--- config.mk ---
export PLATFORM = sky130hd
export DESIGN_NAME = genesis_pad_emulator
export DESIGN_NICKNAME = d
export VERILOG_FILES = /design/src/rtl/genesis_pad_emulator.sv
export SDC_FILE = /design/constraint.sdc
export NUM_CORES = 1
export LEC_CHECK = 0
export BUFFER_PORTS_ARGS = -buffer_cell sky130_fd_sc_hd__buf_2
export CAP_MARGIN = 40
export CORE_MARGIN = 2
export CORE_UTILIZATION = 50
export DETAILED_ROUTE_END_ITERATION = 10
export PLACE_DENSITY_LB_ADDON = 0.12
export SLEW_MARGIN = 20
export SYNTH_ARGS = -nofsm -noshare
export SYNTH_HDL_FRONTEND = slang
export SYNTH_SLANG_ARGS = --single-unit
--- constraint.sdc ---
create_clock -name clk -period 2.12 [get_ports clk]
set_input_delay 0.106 -clock clk [delete_from_list [all_inputs] [get_ports clk]]
set_output_delay 0.106 -clock clk [all_outputs]
set_load 0.005 [all_outputs]
--- src/rtl/genesis_pad_emulator.sv ---
// Device-side emulation of a six-button Genesis-style gamepad.
// Samples the host-driven select line and drives the six active-low data pins.
// The six-button identification and extended-button phases are included.
//
// Parameters:
//   TIMEOUT_CYCLES : idle cycles after the last select falling edge before the
//                    phase counter returns to 0
//   SIX_BUTTON     : 1 = six-button protocol, 0 = three-button only
//
// Ports:
//   clk            : system clock
//   reset          : synchronous active-high reset
//   select         : host select line, asynchronous to clk
//   buttons[11:0]  : pressed = 1; up,down,left,right,a,b,c,x,y,z,start,mode (MSB..LSB)
//   PIN_UP_Z .. PIN_START_C : registered active-low data pins
//   phase[2:0]     : current falling-edge count (0..4)
module genesis_pad_emulator #(
    parameter int unsigned TIMEOUT_CYCLES = 75000,
    parameter int unsigned SIX_BUTTON     = 1
) (
    input  logic        clk,
    input  logic        reset,
    input  logic        select,
    input  logic [11:0] buttons,
    output logic        PIN_UP_Z,
    output logic        PIN_DOWN_Y,
    output logic        PIN_LEFT_X,
    output logic        PIN_RIGHT_MODE,
    output logic        PIN_A_B,
    output logic        PIN_START_C,
    output logic [2:0]  phase
);

    localparam int unsigned TW = $clog2(TIMEOUT_CYCLES + 1);
    localparam logic [TW-1:0] TMAX = TW'(TIMEOUT_CYCLES);

    logic          sel_s1, sel_s2, sel_d;
    logic [11:0]   btn_q;
    logic [2:0]    cnt, cnt_next;
    logic [TW-1:0] timer, timer_next;
    logic [5:0]    pins_q, pins_next;
    logic          fall, expired;
    logic [2:0]    mux_cnt;

    // Button aliases on the registered vector
    logic b_up, b_down, b_left, b_right, b_a, b_b, b_c, b_x, b_y, b_z, b_start, b_mode;
    assign {b_up, b_down, b_left, b_right, b_a, b_b, b_c,
            b_x, b_y, b_z, b_start, b_mode} = btn_q;

    always_ff @(posedge clk) begin
        if (reset) begin
            sel_s1 <= 1'b1;
            sel_s2 <= 1'b1;
            sel_d  <= 1'b1;
            btn_q  <= '0;
            cnt    <= '0;
            timer  <= '0;
            pins_q <= '1;
        end else begin
            sel_s1 <= select;
            sel_s2 <= sel_s1;
            sel_d  <= sel_s2;
            btn_q  <= buttons;
            cnt    <= cnt_next;
            timer  <= timer_next;
            pins_q <= pins_next;
        end
    end

    // Phase counter and idle timer
    always_comb begin
        fall       = sel_d & ~sel_s2;
        expired    = (timer == TMAX);
        cnt_next   = cnt;
        timer_next = timer;
        if (fall) begin
            timer_next = '0;
            // An edge landing on expiry starts a fresh frame rather than continuing the old one
            if (expired) begin
                cnt_next = 3'd1;
            end else if (cnt >= 3'd4) begin
                cnt_next = 3'd4;
            end else begin
                cnt_next = cnt + 3'd1;
            end
        end else if (expired) begin
            cnt_next = '0;
        end else begin
            timer_next = timer + 1'b1;
        end
    end

    // Pin mux; uses next-cnt so the pins track the phase set by this same edge
    always_comb begin
        mux_cnt   = (SIX_BUTTON != 0) ? cnt_next : 3'd1;
        pins_next = ~{b_up, b_down, b_left, b_right, b_b, b_c};
        if (!sel_s2) begin
            case (mux_cnt)
                3'd3:    pins_next = {4'b0000, ~b_a, ~b_start};
                3'd4:    pins_next = {4'b1111, ~b_a, ~b_start};
                default: pins_next = {~b_up, ~b_down, 2'b00, ~b_a, ~b_start};
            endcase
        end else if (mux_cnt == 3'd3) begin
            pins_next = ~{b_z, b_y, b_x, b_mode, b_b, b_c};
        end
    end

    assign {PIN_UP_Z, PIN_DOWN_Y, PIN_LEFT_X, PIN_RIGHT_MODE, PIN_A_B, PIN_START_C} = pins_q;
    assign phase = cnt;

endmodule

==> flow_summary.json, run 1 <==
{
  "outcome": "completed",
  "p_leak_nw": 0.793,
  "core_sq_mm": 0.00328,
  "place.gp.congestion": 0.819,
  "ys_ff_latch": 41,
  "use_met2_pct": 31.9,
  "cts_tree": "built",
  "cap_violations": 0,
  "endpoint_kind": "register",
  "first_pass_iters": 4,
  "timing.final.crit_share_pct": 89.9,
  "track_usage_pct": 19.2,
  "grt_max_degree": 23,
  "synth_area_leaders": "dfxtp_1 (48%), nor2b_1 (4.8%), nor2_1 (3.8%), xnor2_1 (3.1%), ha_1 (3.0%)",
  "final_common_cell": "dfxtp_1",
  "critPathLaunchType": "register",
  "worst_pin_slew_ns": 0.412,
  "clock.fmax_ghz": 0.525,
  "rows": 21,
  "finalNetCount": 235,
  "synth_top_area_share_pct": 48.4,
  "drive_gt1_share_pct": 20.7,
  "cts-resized-gates": 0,
  "async_reset_ff_share_pct": 0,
  "yosysTopAreaCell": "dfxtp_1",
  "die_w_um": 62.2,
  "busiest_layer": "met2",
  "cp_top_family": "compound AO/OA/AOI/OAI gates",
  "final_cell_count_no_fill": 263,
  "path_cells": "inv_1 -> ha_1 -> and3b_1 -> o221ai_1 -> o21bai_1 -> a311o_1",
  "fin_util_pct": 62.6,
  "finalSetupViolCount": 0,
  "n_fill_cell": 288,
  "diodes": 0,
  "p_per_area_mw_per_mm2": 703,
  "synth_edf_count": 0,
  "overflow": 0,
  "clock_path_buffers": 2,
  "seq_area_frac_synth_pct": 48.4,
  "finalSetupTns_ns": 0,
  "yosys_warnings": 0,
  "drt-initial-drc-count": 70,
  "wl_per_cell_um": 12.7,
  "max_stage_delay_ns": 0.49,
  "rsz0062_at_grt": "false",
  "path_class": "reg -> reg",
  "die_h_um": 62.2,
  "vias_per_cell": 5.14,
  "drc": 0,
  "hold_buffers": 13,
  "grt_pass1_vias": 1340,
  "antenna_found_initial": 0,
  "postSynthCellCount": 179,
  "initial_core_util_pct": 51.6,
  "avgSynthCellArea_sq_um": 9.46,
  "grt_pass1_wl_mm": 6.01,
  "path_max_fanout": 9,
  "hp-class": "in -> reg",
  "portBuffers": 23,
  "path_clk_slew_ns": 0.12,
  "syn_nets": 198,
  "relSlewSlack_pct": 72.5,
  "syn_to_final_growth_pct": 21.3,
  "arrival_ns": 2.15,
  "final_cell_mix": "dfxtp_1 (41), buf_2 (23), nor2_1 (17)",
  "syn_area_sq_mm": 0.00169,
  "min_period_ns": 1.91,
  "numCtsBuffers": 5,
  "synth_top_flop_cell": "dfxtp_1",
  "total_power_mw": 1.45,
  "dpl.cell_count": 242,
  "root_buffer": "clkbuf_4",
  "dp_hpwl_mm": 2.22,
  "timing.critical_path.buf_inv": 1,
  "die_area_sq_mm": 0.00387,
  "io_pins": 24,
  "cts_sinks": 41,
  "htree_levels": 2,
  "grt_util_met3_pct": 5.07,
  "cts_setup_buffers": 0,
  "hold_viol": 0,
  "clock_latency_ns": 0.35,
  "worstPathRequired_ns": 2.37,
  "ant_nets": 0,
  "maxSlewViolCount": 0,
  "num_vias": 1353,
  "met1_usage_pct": 24.1,
  "crit_slowest_cell": "dfxtp_1",
  "ir_drop_v": 0.000466,
  "fin_skew_ns": 0.00834,
  "wl_mm": 3.34,
  "synth_cell_types": 39
}
-- cell usage after synthesis, types with 2 or more instances --
master     n
buf_2      3
or3_1      4
mux2i_1    2
dfxtp_1   41
a21oi_1    8
or2_2      6
nor2b_1   13
nor3_1     2
xor2_1     5
inv_1     13
nor2_1    17
clkbuf_1   2
nand3_1    6
nand3_2    2
and4_1     2
buf_4      2
xnor2_1    6
nor4_1     4
a311o_1    4
o21ai_0    5
nand2_1    7
a31oi_1    3
ha_1       4
nand4_1    3
-- cell families (layout without fill, tap and decap cells) --
| group | count (synthesis) | after routing | synth area share, % |
|---|---|---|---|
| simple gates | 77 | 77 | 27.4 |
| flops | 41 | 41 | 48.4 |
| compound gates | 24 | 24 | 9.23 |
| buf+inv | 20 | 58 | 5.10 |
| xor+xnor | 11 | 11 | 5.69 |
| fa+ha+maj | 4 | 4 | 2.95 |
| mux | 2 | 2 | 1.18 |
-- path summary, 6_finish.rpt --
kind | from | to | cells after the start | slack [ns]
setup / recovery | phase[0] | pins_q[3] | 6 | 0.21
hold reg to reg | sel_s1 | sel_s2 | 1 | 0.43
setup reg to reg | phase[0] | pins_q[3] | 6 | 0.21
hold / removal | reset | btn_q[3] | 2 | 0.14
-- routing by layer --
layer / share of wire (%) / routed length (um)
met5: 0 / 0
met4: 1.8 / 60
met2: 46 / 1540
met3: 4.5 / 150
met1: 48 / 1590
-- cell type report --
cell class	instances	area, sq um	share of cell area, %
inverters	13	48.8	2.37
clock buffers	6	51.3	2.50
multi-input cells	118	787	38.3
well taps	46	57.6	2.80
repair buffers	37	253	12.3
flip-flops and latches	41	821	39.9
clock inverters	2	37.5	1.83
-- power breakdown --
group          switching [mW]  leakage, nW  total, mW  internal (mW)
Sequential             0.0160        0.336      0.812          0.796
Clock                   0.259       0.0445      0.539          0.280
Combinational          0.0400        0.413     0.0948         0.0547
Total                   0.315        0.793       1.45           1.13
-- worst register-to-register path: cells and delay by family, from the launching register on --
| family | cells | cell delay, ns |
|---|---|---|
| AOI/OAI and AO/OA | 3 | 0.68 |
| adders and majority gates | 1 | 0.34 |
| buffers and inverters | 1 | 0.11 |
| DFF | 1 | 0.49 |
| and+or+nand+nor | 1 | 0.19 |
-- through the flow --
stage / cell area, sq um / hold WS, ns / setup WS [ns]
2_1_floorplan: 1690 / 0.210 / 0.406
4_1_cts: 2060 / 0.128 / 0.216
3_3_place_gp: 1840 / 0.291 / 0.379
6_report: 2060 / 0.143 / 0.213
3_5_place_dp: 1840 / 0.293 / 0.253
5_1_grt: 2060 / 0.146 / 0.0695
-- flip-flops by register name (all words and copies together), names as in the netlist --
name / cells
timer: 17
phase: 3
pins_q: 6
sel_s1: 1
btn_q: 12
sel_s2: 1
sel_d: 1
No activity file was read; power rests on OpenSTA's default activity.
==> run 2: changes to the inputs <==
--- a/config.mk
+++ b/config.mk
@@ -10,7 +10,7 @@
 export CORE_MARGIN = 2
 export CORE_UTILIZATION = 50
 export DETAILED_ROUTE_END_ITERATION = 10
-export PLACE_DENSITY_LB_ADDON = 0.12
+export PLACE_DENSITY_LB_ADDON = 0.05
 export SLEW_MARGIN = 20
 export SYNTH_ARGS = -nofsm -noshare
 export SYNTH_HDL_FRONTEND = slang
==> run 2 against run 1 <==
Core utilization increased by 0.11 points. Clock skew fell by 0.0016 ns. Count of clock-buffer cells in the layout increased by 1. Highest routed layer unchanged. Worst hold slack got worse by 0.00081 ns. Die area is the same. Setup slack improved by 0.044 ns. Flip-flop and latch count unchanged. Non-clock buffer count is 1 higher. Critical endpoint is now pins_q[2]. Via count shrank 0.15%.
==> flow_summary.json, run 2 (same netlist as run 1, synthesis figures left out) <==
{
  "endpoint_kind": "register",
  "syn_to_final_growth_pct": 21.6,
  "drt-initial-drc-count": 83,
  "die_w_um": 62.2,
  "regMostFlops": "timer",
  "total_power_mw": 1.43,
  "p_leak_nw": 0.799,
  "wl_per_cell_um": 12.3,
  "antenna_found_initial": 0,
  "drc": 0,
  "place.gp.congestion": 0.765,
  "final_common_cell": "dfxtp_1",
  "min_period_ns": 1.86,
  "fin_util_pct": 62.7,
  "die_h_um": 62.2,
  "combPwrFrac_pct": 6.8,
  "clock_path_buffers": 2,
  "critPathLaunch": "timer[0]",
  "r2r-start": "timer[0]",
  "clock.fmax_ghz": 0.537,
  "worstPathRequired_ns": 2.36,
  "outcome": "completed",
  "first_pass_iters": 4,
  "p_int_mw": 1.13,
  "wl_mm": 3.25,
  "arrival_ns": 2.11,
  "timing.final.crit_share_pct": 87.8,
  "ant_nets": 0,
  "clock_latency_ns": 0.34,
  "rsz0062_at_grt": "false",
  "track_usage_pct": 18.9,
  "setup_ws_ns": 0.258,
  "place_worst_setup_slack_ns": 0.283,
  "grt_pass1_vias": 1334,
  "grt_pass1_wl_mm": 5.84,
  "worst_pin_slew_ns": 0.398,
  "fin_hold_ws_ns": 0.142,
  "finalSetupViolCount": 0,
  "largest_reg_flops": 17,
  "ir_drop_v": 0.000539,
  "reg_top3": "timer x17, btn_q x12, pins_q x6",
  "path_clk_slew_ns": 0.12,
  "swShare_pct": 20.9,
  "path_max_fanout": 5,
  "dp_hpwl_mm": 2.32,
  "pwr-share-seq_pct": 56.6,
  "htree_levels": 2,
  "hp-class": "in -> reg",
  "core_sq_mm": 0.00328,
  "initial_core_util_pct": 51.6,
  "fin_skew_ns": 0.00673,
  "numCtsBuffers": 5,
  "cap_violations": 0,
  "finalNetCount": 236,
  "overflow": 0,
  "cts_tree": "built",
  "maxSlewViolCount": 0,
  "io_pins": 24,
  "critPathLaunchType": "register",
  "p_per_area_mw_per_mm2": 695,
  "worstHoldStart": "reset",
  "cts_sinks": 41,
  "p_sw_mw": 0.299,
  "root_buffer": "clkbuf_4",
  "die_area_sq_mm": 0.00387,
  "vias_per_cell": 5.12,
  "num_vias": 1351,
  "rows": 21,
  "portBuffers": 23,
  "clockPowerShare_pct": 36.6,
  "final_cell_mix": "dfxtp_1 (41), buf_2 (23), nor2_1 (17)",
  "grt_max_degree": 23,
  "path_class": "reg -> reg",
  "drive_gt1_share_pct": 20.6,
  "hold_viol": 0,
  "diodes": 0,
  "relSlewSlack_pct": 73.4,
  "finalSetupTns_ns": 0
}
## run 2: changes by cell type in the layout (fill, tap and decap cells not counted), sizes merged
cell      change
clkinvlp      -1
buf           +1
clkbuf        +1
## run 2: worst max-delay path, stage by stage, from the launching register on
cell      delay, ns
dfxtp_1        0.36
inv_1          0.11
ha_1           0.14
nor4bb_1       0.32
and4_1         0.34
o21bai_1       0.16
a311o_1        0.34
## run 2: final cells by class
type                       instances  area [sq um]
clock inverter                     1          30.0
multi-input combinational        118           787
clock buffer                       7          55.1
fill                             281          1220
sequential                        41           821
timing repair buffer              38           260
tap                               46          57.6
inverter                          13          48.8
## run 2: repair_timing
action / 4_1_cts / 5_1_grt
gates resized for setup: 0 / 0
hold buffers: 13 / 0
hold endpoints to repair: 13 / 0
setup buffers: 0 / 0
## run 2: layer usage
metal  track usage [%]  up-vias  part of all wire (%)
met2              31.4       35                    47
met4              5.83        0                   1.6
li1                  -      694                     -
met5                 0        -                     0
met3              5.43        6                   4.4
met1              23.7      616                    47
## run 2: worst paths after layout
| check | endpoint | slack (ns) | cells past startpoint |
|---|---|---|---|
| min reg2reg | sel_s2 | 0.44 | 1 |
| min | btn_q[3] | 0.14 | 2 |
| max reg2reg | pins_q[2] | 0.26 | 6 |
| max | pins_q[2] | 0.26 | 6 |
## run 2: power groups by stage
stage	sequential [mW]	combinational (mW)	clock [mW]
floorplan	0.825	0.0509	0
global placement	0.827	0.0761	0
detailed placement	0.828	0.0797	0
CTS	0.811	0.0978	0.537
global route	0.814	0.110	0.572
finish	0.810	0.0969	0.524
## run 2: through the flow
step,cell area [sq um],std cells
5_1_grt,2060,264
3_5_place_dp,1840,243
4_1_cts,2060,264
3_3_place_gp,1840,243
6_report,2060,264
2_1_floorplan,1690,179
==> run 3: changes to the inputs <==
--- a/config.mk
+++ b/config.mk
@@ -5,11 +5,11 @@
 export SDC_FILE = /design/constraint.sdc
 export NUM_CORES = 1
 export LEC_CHECK = 0
-export BUFFER_PORTS_ARGS = -buffer_cell sky130_fd_sc_hd__buf_2
 export CAP_MARGIN = 40
 export CORE_MARGIN = 2
 export CORE_UTILIZATION = 50
 export DETAILED_ROUTE_END_ITERATION = 10
+export DONT_BUFFER_PORTS = 1
 export PLACE_DENSITY_LB_ADDON = 0.05
 export SLEW_MARGIN = 20
 export SYNTH_ARGS = -nofsm -noshare
==> run 3 against run 2 <==
Largest cell class unchanged. Global-route usage is 0.55 points lower. Setup slack lost 0.082 ns. Critical endpoint unchanged. Core utilization decreased by 3.0 points.
==> flow_summary.json, run 3 (same netlist as run 1, synthesis figures left out) <==
{
  "regArea_sq_um": 821,
  "antenna_found_initial": 0,
  "final_cell_count_no_fill": 243,
  "grt_pass1_vias": 1217,
  "rsz0062_at_grt": "false",
  "crit_slowest_cell": "and4_1",
  "num_vias": 1261,
  "path_clk_slew_ns": 0.13,
  "regMostFlops": "timer",
  "fin_hold_ws_ns": 0.0705,
  "min_period_ns": 1.94,
  "portBuffers": 0,
  "largest_reg_flops": 17,
  "p_per_area_mw_per_mm2": 718,
  "worst_pin_slew_ns": 0.644,
  "ir_drop_v": 0.000514,
  "clock_path_buffers": 2,
  "arrival_ns": 2.19,
  "numCtsBuffers": 5,
  "drt-initial-drc-count": 95,
  "total_power_mw": 1.41,
  "cap_violations": 0,
  "reg_top3": "timer x17, btn_q x12, pins_q x6",
  "hp-class": "in -> reg",
  "final_cell_mix": "dfxtp_1 (41), nor2_1 (17), dlygate4sd3_1 (14), inv_1 (13), nor2b_1 (13)",
  "htree_levels": 2,
  "fin_skew_ns": 0.00851,
  "first_pass_iters": 4,
  "drc": 0,
  "io_pins": 24,
  "worstPathRequired_ns": 2.37,
  "core_sq_mm": 0.00328,
  "grt_pass1_wl_mm": 5.54,
  "p_leak_nw": 0.718,
  "overflow": 0,
  "clock_latency_ns": 0.35,
  "place.gp.congestion": 0.834,
  "cts_sinks": 41,
  "root_buffer": "clkbuf_4",
  "dpl.cell_count": 221,
  "maxSlewViolCount": 0,
  "grt_max_degree": 21,
  "timing.final.crit_share_pct": 91.7,
  "syn_to_final_growth_pct": 15.7,
  "max_stage_delay_ns": 0.39,
  "endpoint_kind": "register",
  "cts_setup_buffers": 0,
  "finalNetCount": 215,
  "initial_core_util_pct": 51.6,
  "finalSetupTns_ns": 0,
  "die_area_sq_mm": 0.00387,
  "drive_gt1_share_pct": 12.2,
  "path_cells": "inv_1 -> ha_1 -> nor4bb_1 -> and4_1 -> o21bai_1 -> a311o_1",
  "hold_viol": 0,
  "diodes": 0,
  "relSlewSlack_pct": 57.0,
  "die_h_um": 62.2,
  "finalSetupViolCount": 0,
  "path_class": "reg -> reg",
  "clock.fmax_ghz": 0.514,
  "final_common_cell": "dfxtp_1",
  "multi_input_area_sq_um": 787,
  "path_max_fanout": 7,
  "track_usage_pct": 18.3,
  "fin_util_pct": 59.7,
  "outcome": "completed",
  "cts_tree": "built",
  "rows": 21,
  "ant_nets": 0,
  "n_fill_cell": 309,
  "vias_per_cell": 5.19,
  "wl_mm": 3.14,
  "critPathLaunchType": "register",
  "dp_hpwl_mm": 2.15,
  "wl_per_cell_um": 12.9,
  "die_w_um": 62.2
}
## run 3: repair_timing
| action | 4_1_cts | 5_1_grt |
|---|---|---|
| endpoints found under the hold margin | 20 | 0 |
| resized for setup | 0 | 0 |
| hold buffers | 14 | 0 |
## run 3: layout make-up
| cell class | instances | share of cell area [%] |
|---|---|---|
| Multi-Input combinational cell | 118 | 40.1 |
| Tap cell | 46 | 2.94 |
| Clock buffer | 5 | 1.91 |
| Inverter | 13 | 2.49 |
| Clock inverter | 3 | 2.36 |
| Timing Repair Buffer | 17 | 8.30 |
| Sequential cell | 41 | 41.9 |
## run 3: critical path, delay by kind of cell, from the launching register on
kind	cells	cell delay, ns
flip-flops	1	0.37
buffers and inverters	1	0.10
AO/OA/AOI/OAI	2	0.52
adder cells (fa/ha/maj)	1	0.15
AND/OR/NAND/NOR	2	0.71
## run 3: final timing paths
path | startpoint | endpoint | slack, ns | depth (start not counted)
worst min-delay path | reset | pins_q[4] | 0.07 | 2
worst max-delay path | timer[0] | pins_q[2] | 0.18 | 6
worst min register to register | sel_s1 | sel_s2 | 0.42 | 1
worst max register to register | timer[0] | pins_q[2] | 0.18 | 6
## run 3: power breakdown
part | switching [mW] | total [mW] | internal (mW)
Sequential | 0.0145 | 0.811 | 0.796
Clock | 0.264 | 0.514 | 0.250
Combinational | 0.0372 | 0.0822 | 0.0450
Total | 0.316 | 1.41 | 1.09
## run 3: layer usage
metal	wire [um]	vias to the layer above	global-route usage, %
met5	0	-	0
met4	67	0	9.17
li1	-	647	-
met2	1330	22	26.4
met3	133	7	4.89
met1	1620	585	25.3
## run 3: stage by stage
step	instance area [sq um]	setup slack, ns
3_5_place_dp	1740	0.197
3_3_place_gp	1740	0.299
5_1_grt	1960	0.0101
6_report	1960	0.175
4_1_cts	1960	0.169
2_1_floorplan	1690	0.406
